$ cat config.mk
export PLATFORM = sky130hd
export DESIGN_NAME = arm_elastic_pipe
export DESIGN_NICKNAME = d
export VERILOG_FILES = /design/src/rtl/arm_elastic_pipe.sv
export SDC_FILE = /design/constraint.sdc
export NUM_CORES = 1
export LEC_CHECK = 0
export ABC_AREA = 1
export CAP_MARGIN = 20
export CORE_MARGIN = 2
export CORE_UTILIZATION = 50
export DETAILED_ROUTE_END_ITERATION = 7
export HOLD_SLACK_MARGIN = 0.02
export PLACE_DENSITY = 0.74
export SYNTH_ARGS = -nofsm -noshare
export SYNTH_HDL_FRONTEND = slang
export SYNTH_SLANG_ARGS = --single-unit
$ cat constraint.sdc
create_clock -name clk -period 7 [get_ports clk]
set_input_delay 1.75 -clock clk [delete_from_list [all_inputs] [get_ports clk]]
set_output_delay 1.75 -clock clk [all_outputs]
set_load 0.01 [all_outputs]
$ cat src/rtl/arm_elastic_pipe.sv
// Elastic valid/ready register chain with bubble collapse, freeze, masked flush and occupancy count.
// Optional ARM_ELASTIC_PIPE_STATS_EN adds saturating stall_cnt / flush_cnt outputs.
module arm_elastic_pipe #(
   parameter int                WIDTH      = 32,
   parameter int                STAGES     = 4,
   parameter logic [STAGES-1:0] FLUSH_MASK = {STAGES{1'b1}}
) (
   input  logic                         clk,
   input  logic                         rst,
   input  logic                         in_valid,
   input  logic [WIDTH-1:0]             in_data,
   output logic                         in_ready,
   output logic                         out_valid,
   output logic [WIDTH-1:0]             out_data,
   input  logic                         out_ready,
   input  logic                         freeze,
   input  logic                         flush,
   output logic [$clog2(STAGES+1)-1:0]  count
`ifdef ARM_ELASTIC_PIPE_STATS_EN
   ,
   output logic [31:0]                  stall_cnt,
   output logic [31:0]                  flush_cnt
`endif
);

   localparam int CW = $clog2(STAGES+1);

   logic [STAGES-1:0] valid_q, valid_d, valid_pre;
   logic [WIDTH-1:0]  data_q [STAGES];
   logic [WIDTH-1:0]  data_d [STAGES];
   logic [STAGES-1:0] adv, space, kill;
   logic [CW-1:0]     count_q, count_d;
   logic              accept;

   function automatic logic [CW-1:0] popcount(input logic [STAGES-1:0] v);
      logic [CW-1:0] n;
      n = '0;
      for (int i = 0; i < STAGES; i++) n = n + CW'(v[i]);
      return n;
   endfunction

   function automatic logic [31:0] sat_add(input logic [31:0] a, input logic [CW-1:0] inc);
      logic [32:0] s;
      s = {1'b0, a} + 33'(inc);
      return s[32] ? 32'hFFFF_FFFF : s[31:0];
   endfunction

   // Advance terms ripple from the output side so a stalled head lets upstream gaps close.
   always_comb begin
      adv   = '0;
      space = '0;
      adv[STAGES-1]   = valid_q[STAGES-1] & out_ready & ~freeze & ~(flush & FLUSH_MASK[STAGES-1]);
      space[STAGES-1] = ~valid_q[STAGES-1] | adv[STAGES-1];
      for (int i = STAGES-2; i >= 0; i--) begin
         adv[i]   = valid_q[i] & space[i+1] & ~freeze;
         space[i] = ~valid_q[i] | adv[i];
      end
   end

   assign in_ready  = space[0] & ~freeze & ~flush;
   assign accept    = in_valid & in_ready;
   assign out_valid = valid_q[STAGES-1] & ~freeze & ~(flush & FLUSH_MASK[STAGES-1]);
   assign out_data  = data_q[STAGES-1];
   assign count     = count_q;

   always_comb begin
      valid_pre    = '0;
      valid_pre[0] = accept | (valid_q[0] & ~adv[0]);
      data_d[0]    = accept ? in_data : data_q[0];
      for (int i = 1; i < STAGES; i++) begin
         valid_pre[i] = adv[i-1] | (valid_q[i] & ~adv[i]);
         data_d[i]    = adv[i-1] ? data_q[i-1] : data_q[i];
      end
      // Flush applies after movement, so items moving into a masked stage die as well.
      kill    = flush ? (valid_pre & FLUSH_MASK) : '0;
      valid_d = valid_pre & ~kill;
      count_d = popcount(valid_d);
   end

   always_ff @(posedge clk) begin
      if (rst) begin
         valid_q <= '0;
         count_q <= '0;
         for (int i = 0; i < STAGES; i++) data_q[i] <= '0;
      end else begin
         valid_q <= valid_d;
         count_q <= count_d;
         for (int i = 0; i < STAGES; i++) data_q[i] <= data_d[i];
      end
   end

`ifdef ARM_ELASTIC_PIPE_STATS_EN
   logic [31:0] stall_cnt_q, stall_cnt_d, flush_cnt_q, flush_cnt_d;

   always_comb begin
      stall_cnt_d = sat_add(stall_cnt_q, CW'(in_valid & ~in_ready));
      flush_cnt_d = sat_add(flush_cnt_q, popcount(kill));
   end

   always_ff @(posedge clk) begin
      if (rst) begin
         stall_cnt_q <= '0;
         flush_cnt_q <= '0;
      end else begin
         stall_cnt_q <= stall_cnt_d;
         flush_cnt_q <= flush_cnt_d;
      end
   end

   assign stall_cnt = stall_cnt_q;
   assign flush_cnt = flush_cnt_q;
`endif

endmodule

Word-level counts from Yosys, hierarchy flattened. Memory sizes are Yosys's and may differ from the RTL's. Cells that the tools add are included.

Mux-type cells: 12. Add/subtract/negate cells: 3. Bitwise logic cells: 42.

Operators by type and width (count): $mux 32 (8); $and 1x1->1 (18); $or 1x1->1 (12); $not 1->1 (10); $and 4x4->4 (1); $mux 4 (1); $not 4->4 (1); $add 2x1->3 (1); $add 3x1->3 (1); $mux 1 (3); $add 1x1->2 (1).

Logic and storage cells: 60. Output and inout port bits: 37. Bits in writable memories: 128. Bits in registers: 7. Input bits: 38. Memories: 1.

Memory list: data_q (depth 4, bits a word 32, read ports 4, clocked after memory_dff 0, write ports 4, line 29) `logic [WIDTH-1:0] data_q [STAGES];`.

Depth between registers and ports, before layout. Gate-level depths: netlist of run 1.

Word-level depth: 23. Mapped depth: 18. Depth with buffers taken out: 17.

Worst setup path after synthesis of run 1. No wires, ideal clock.

Kind: input -> output. From: input port freeze. To: output port in_ready. Required time: 5.250 ns. Stages on the path: 7. Path buffers: 2. Slack: 2.583 ns. Arrival: 2.667 ns. Cell sequence: buf_4 > nor2_4 > a21oi_1 > a41oi_4 > buf_2 > nand2_1 > inv_1.

Cells in the longest elaborated chain, start to end: 15.

RTL lines: start, declared (line 16) `input logic freeze,`; $not 1->1 * (line 52, 55, 60); $and 1x1->1 (2 in a row) (line 52) `adv[STAGES-1] = valid_q[STAGES-1] & out_ready & ~freeze & ~(flush & FLUSH_MASK[STAGES-1]);`; $or 1x1->1 (line 53) `space[STAGES-1] = ~valid_q[STAGES-1] | adv[STAGES-1];`; $and 1x1->1 (2 in a row) (line 55) `adv[i] = valid_q[i] & space[i+1] & ~freeze;`; $or 1x1->1 (line 56) `space[i] = ~valid_q[i] | adv[i];`; $and 1x1->1 (2 in a row) (line 55); $or 1x1->1 (line 56); $and 1x1->1 (2 in a row) (line 55); $or 1x1->1 (line 56); $and 1x1->1 * (2 in a row) (line 60) `assign in_ready = space[0] & ~freeze & ~flush;`; end, declared (line 12) `output logic in_ready,`.

Every way passes the cells marked *; elsewhere a longest branch is shown, timed or not.

Worst setup path after layout of run 1. Ends and elaborated chain as after synthesis.

==> results of run 1 <==
[area by class of cell]
cell class / count / area share [%]
multi-input combinational: 449 / 32.5
clock buffer: 19 / 6.52
sequential: 135 / 38.9
inverter: 111 / 6.00
tap: 140 / 2.52
clock inverter: 13 / 2.11
timing repair buffer: 78 / 11.5
[tightest hold or removal path, delay by kind of cell (launching register included)]
family           cells  cell delay [ns]
AND/OR/NAND/NOR      1             0.06
flip-flops           1             0.30
AO/OA/AOI/OAI        1             0.05
[registers in the layout, indices dropped and copies added, names as in the netlist]
name     flops
data_q     128
valid_q      4
count        3
[worst min-delay path by stage]
stage                                from                    endpoint  slack, ns  depth (start not counted)
6_report       data_q[2][31]$_SDFFE_PP0P_  data_q[2][31]$_SDFFE_PP0P_       0.46                          2
3_3_place_gp   data_q[2][16]$_SDFFE_PP0P_  data_q[2][16]$_SDFFE_PP0P_       0.45                          2
5_1_grt        data_q[2][21]$_SDFFE_PP0P_  data_q[2][21]$_SDFFE_PP0P_       0.48                          2
2_1_floorplan  data_q[2][10]$_SDFFE_PP0P_  data_q[2][10]$_SDFFE_PP0P_       0.44                          2
3_5_place_dp   data_q[2][26]$_SDFFE_PP0P_  data_q[2][26]$_SDFFE_PP0P_       0.45                          2
4_1_cts        data_q[2][26]$_SDFFE_PP0P_  data_q[2][26]$_SDFFE_PP0P_       0.46                          2
[stage by stage]
step	std cells	setup WS [ns]	cell area, um^2
2_1_floorplan	748	2.58	5640
3_5_place_dp	912	1.34	6320
6_report	945	1.38	6950
5_1_grt	945	1.24	6950
3_3_place_gp	911	1.41	6300
4_1_cts	944	1.38	6920
[cells by family (layout without fill, tap and decap cells)]
| family | after synthesis | count (layout) | share of synthesized area, % |
|---|---|---|---|
| compound gates | 101 | 101 | 10.0 |
| fa+ha+maj | 3 | 3 | 0.798 |
| buf+inv | 164 | 221 | 12.2 |
| flops | 135 | 135 | 47.9 |
| simple gates | 345 | 345 | 29.1 |
[per-layer routing]
| layer | vias to the layer above | share of wire [%] |
|---|---|---|
| met5 | - | 0 |
| li1 | 2431 | - |
| met1 | 2019 | 49 |
| met2 | 127 | 44 |
| met3 | 13 | 5.6 |
| met4 | 0 | 1.3 |
[cells in the final DEF (no fill, tap or decap), types with 3 or more instances in the layout]
master | synthesis | layout
inv_2 | 5 | 5
nor2_4 | 2 | 3
nand3_1 | 44 | 44
nand2_1 | 134 | 134
clkinvlp_4 | 0 | 4
dfxtp_1 | 135 | 135
clkdlybuf4s50_1 | 0 | 73
clkbuf_16 | 0 | 17
nand3_2 | 21 | 21
nand2_4 | 3 | 3
inv_1 | 106 | 106
nand4_1 | 32 | 32
a21oi_2 | 10 | 10
o21ai_0 | 33 | 33
nor2_1 | 103 | 103
a21oi_1 | 56 | 56
[power by group through the flow]
| stage | Sequential, W | Clock, W | Combinational [W] |
|---|---|---|---|
| after detailed placement | 0.000804 | 0 | 0.0000904 |
| final | 0.000787 | 0.000887 | 0.0000929 |
| after floorplan | 0.000801 | 0 | 0.0000601 |
| after global routing | 0.000788 | 0.000926 | 0.000105 |
| after global placement | 0.000804 | 0 | 0.0000875 |
| after CTS | 0.000787 | 0.000895 | 0.0000914 |
==> results.cfg, run 1 <==
[power]
p_comb_share_pct = 5.3
max-vdd-ir-drop_mv = 0.143
swShare_pct = 22.6
clock_power_share_pct = 50.2
pwr-share-seq_pct = 44.6
p_per_area_mw_per_mm2 = 254
internal_power_w = 0.00137
p_leak_nw = 2.73
p_switching_w = 0.000400
power_w = 0.00177

[synth]
synth_area_leader_cell = dfxtp_1
ys.flop_type = dfxtp_1
yosysMostFrequentCell = dfxtp_1
ys_seq_area_share_pct = 47.9
synth_cell_types = 27
synth_seq_cells = 135
syn_area_per_cell_um2 = 7.55
synth_edf_count = 0
synth_cells = 748
synth_fp_nets = 789
async_flop_share_pct = 0
synthTopCellsByArea = dfxtp_1 48%, nand2_1 8.9%, inv_1 7.0%
synth_top_cell_area_share_pct = 47.9
synthTopCellsByCount = 135 x dfxtp_1, 134 x nand2_1, 106 x inv_1
syn_area_mm2 = 0.00564
yosysWarningCount = 0

[cells_and_area]
regArea_mm2 = 0.00270
drive_above_1_share_pct = 10.4
n_fill_cell = 966
diodes = 0
area_growth_syn_to_layout_pct = 23.1
fin_util_pct = 63.5
multiInputGateArea_mm2 = 0.00226
nets = 833

[route]
vias = 4590
vias_per_cell = 4.86
dr.pass1.iters = 5
ant_nets = 0
dr.first_iter.drc_count = 288
routed_wirelength_um = 11300
drcViolationCount = 0
wl_per_cell_um = 11.9

[global_route]
overflow = 0
grt_start_max_net_pins = 66
grtUsageMet1_pct = 27.9
first_global_vias = 4055
grt_pass1_wl_um = 18800
busiest_layer = met2
antenna_found_initial = 0
track_usage_pct = 19.6
use_met2_pct = 29.4
use_met3_pct = 3.59

[timing]
slew_violations = 0
slew_headroom_pct = 33.7
hold_viol = 0
tns_ns = 0
rsz0062_at_grt = no
whs_ns = 0.458
fmax_mhz = 178
fin_skew_ns = 0.00596
fin_crit_ns = 5.62
finalSetupViolations = 0
min_period_over_period_pct = 80.3
tightest_slew_ns = 0.992

[cts]
clock-sinks = 135
clock_path_buffers = 2
cts_tree = yes
clkTransAtPathRegs_ns = 0.06
h-tree-depth = 4
ctsResizeCount = 0
cts-buffers-inserted = 17
hold_buffers = 0
clock_latency_ns = 0.41
cts_setup_buffers = 0
cts-root-buf = clkbuf_16

[critical_path]
critical_path.max_stage_delay_ns = 0.63
path_class = in -> out
path_max_fanout = 34
crit_top_cell = clkdlybuf4s50_1
r2r.worst_path.cells = 13
r2r_setup_slack_ns = 3.42
worstPathRequired_ns = 5.25
timing.critical_path.buf_inv = 4
reg2reg_to = count[1]$_SDFF_PP0_
cp-endpoint = in_ready
worst_path_dominant_cell_family = buffers and inverters
crit_path_end_kind = primary output
crit_arrival_ns = 3.87
crit_cells = 8
slowest_stage = clkdlybuf4s50_1
startpoint_type = primary input
rr_startpoint = valid_q[1]$_SDFF_PP0_
path_cells = clkdlybuf4s50_1 > nor2_4 > a21oi_1 > a41oi_4 > buf_4 > nand2_1 > inv_1 > clkdlybuf4s50_1
crit_start = freeze

[die]
rows = 38
die_h_um = 110
pin_count = 75
fp.dieW_um = 110
coreArea_mm2 = 0.0109
start_util_pct = 51.6
dieArea_mm2 = 0.0122

[worst_hold_path]
hold_path_class = reg -> reg

[place]
hpwlAfterDp_um = 7430
io_buffers = 74
gp_congestion = 0.767

[run]
cap_violations = 0

[status]
status = finished clean
No activity file was read; power rests on OpenSTA's default activity.
==> run 2, diff against run 1 <==
==> constraint.sdc (replaced) <==
create_clock -name clk -period 5.85 [get_ports clk]
set_input_delay 1.4625 -clock clk [delete_from_list [all_inputs] [get_ports clk]]
set_output_delay 1.4625 -clock clk [all_outputs]
set_load 0.01 [all_outputs]
==> results.cfg, run 2 (synthesis gave the netlist of run 1 again) <==
[route]
vias_per_cell = 4.82
routed_wirelength_um = 11100
dr.first_iter.drc_count = 243
wl_per_cell_um = 11.7
drcViolationCount = 0
dr.pass1.iters = 5
ant_nets = 0
vias = 4565

[die]
dieArea_mm2 = 0.0122
rows = 38
die_h_um = 110
coreArea_mm2 = 0.0109
start_util_pct = 51.6
fp.dieW_um = 110
pin_count = 75

[cts]
ctsResizeCount = 0
hold_buffers = 0
cts_setup_buffers = 0
cts_tree = yes
clkTransAtPathRegs_ns = 0.06
clock_path_buffers = 2
cts-buffers-inserted = 17
clock-sinks = 135
clock_latency_ns = 0.41
cts-root-buf = clkbuf_16
h-tree-depth = 4

[global_route]
grt_pass1_wl_um = 19500
overflow = 0
grt_start_max_net_pins = 66
first_global_vias = 4215
track_usage_pct = 20.3
antenna_found_initial = 0

[cells_and_area]
drive_above_1_share_pct = 10.6
layout.cells.most_common = dfxtp_1
diodes = 0
top_register = data_q
final_cell_mix = 135 x dfxtp_1, 134 x nand2_1, 106 x inv_1
largest_register_ffs = 128
nets = 836
area_growth_syn_to_layout_pct = 22.6

[power]
pwr-share-seq_pct = 45.6
internal_power_w = 0.00158
p_comb_share_pct = 5.3
p_per_area_mw_per_mm2 = 298
clock_power_share_pct = 49.1
max-vdd-ir-drop_mv = 0.214
swShare_pct = 23.7
p_switching_w = 0.000489
power_w = 0.00206
p_leak_nw = 2.72

[timing]
slew_headroom_pct = 42.2
slew_violations = 0
fmax_mhz = 200
hold_viol = 0
fin_crit_ns = 5.01
min_period_over_period_pct = 85.6
setup_slack_ns = 0.840
tns_ns = 0
fin_skew_ns = 0.00648
finalSetupViolations = 0
tightest_slew_ns = 0.866
rsz0062_at_grt = no

[critical_path]
slowest_stage = clkdlybuf4s50_1
path_max_fanout = 34
path_class = in -> reg
crit_arrival_ns = 5.31
startpoint_type = primary input
worstPathRequired_ns = 6.15
critical_path.max_stage_delay_ns = 0.74
crit_path_end_kind = register
path_cells = clkdlybuf4s50_1 > nor2_4 > nand2_1 > nand2_2 > nand2_4 > nand2_4 > nand2_4 > nand2_8 > nand2_8 > nand2_1 > o21ai_1 > nand2_1 > fa_1 > inv_1 > ha_1 > ha_1 > inv_1 > nor2_1

[worst_hold_path]
hold_path_class = reg -> reg

[run]
cap_violations = 0

[place]
io_buffers = 74
gp_congestion = 0.774
pre_cts_ws_ns = 0.442
hpwlAfterDp_um = 7530

[status]
status = finished clean
## run 2: worst max-delay path, delay by kind of cell
kind,cells,cell delay (ns)
AO/OA/AOI/OAI,1,0.09
adder cells (fa/ha/maj),3,1.00
buffers and inverters,3,0.85
AND/OR/NAND/NOR,11,1.84
## run 2: per-stage QoR
step | std cells | cell area (um^2) | util, % | hold WS (ns)
2_1_floorplan | 748 | 5640 | - | 0.437
5_1_grt | 948 | 6920 | 63.3 | 0.477
3_3_place_gp | 915 | 6330 | 57.9 | 0.449
3_5_place_dp | 916 | 6350 | 58.1 | 0.452
4_1_cts | 948 | 6920 | 63.3 | 0.463
6_report | 948 | 6920 | 63.3 | 0.459
## run 2: cell type report
class	count	area [um^2]
inverters	111	417
multi-input cells	449	2260
well taps	140	175
fillers	979	4010
repair buffers	81	801
flip-flops and latches	135	2700
clock buffers	18	429
clock inverters	14	140
## run 2: power by group through the flow
stage	clock (W)	sequential, W	combinational (W)
2_1_floorplan	0	0.000959	0.0000719
3_3_place_gp	0	0.000962	0.000105
3_5_place_dp	0	0.000962	0.000110
4_1_cts	0.00103	0.000942	0.000110
5_1_grt	0.00107	0.000943	0.000126
6_report	0.00101	0.000942	0.000110
## run 2: path summary, 6_finish.rpt
kind / startpoint / end / slack (ns) / cells after the start
worst max-delay path: freeze / count[1]$_SDFF_PP0_ / 0.84 / 18
worst min-delay path: data_q[2][13]$_SDFFE_PP0P_ / data_q[2][13]$_SDFFE_PP0P_ / 0.46 / 2
worst max register to register: valid_q[2]$_SDFF_PP0_ / count[1]$_SDFF_PP0_ / 2.29 / 16
worst min register to register: data_q[2][13]$_SDFFE_PP0P_ / data_q[2][13]$_SDFFE_PP0P_ / 0.46 / 2
## run 2: routing by layer
| layer | global-route usage, % | wire [um] | vias to the layer above |
|---|---|---|---|
| met1 | 28.9 | 5760 | 2028 |
| li1 | - | - | 2446 |
| met5 | 0 | 0 | - |
| met3 | 4.29 | 480 | 6 |
| met4 | 6.34 | 80 | 0 |
| met2 | 30.7 | 4780 | 85 |
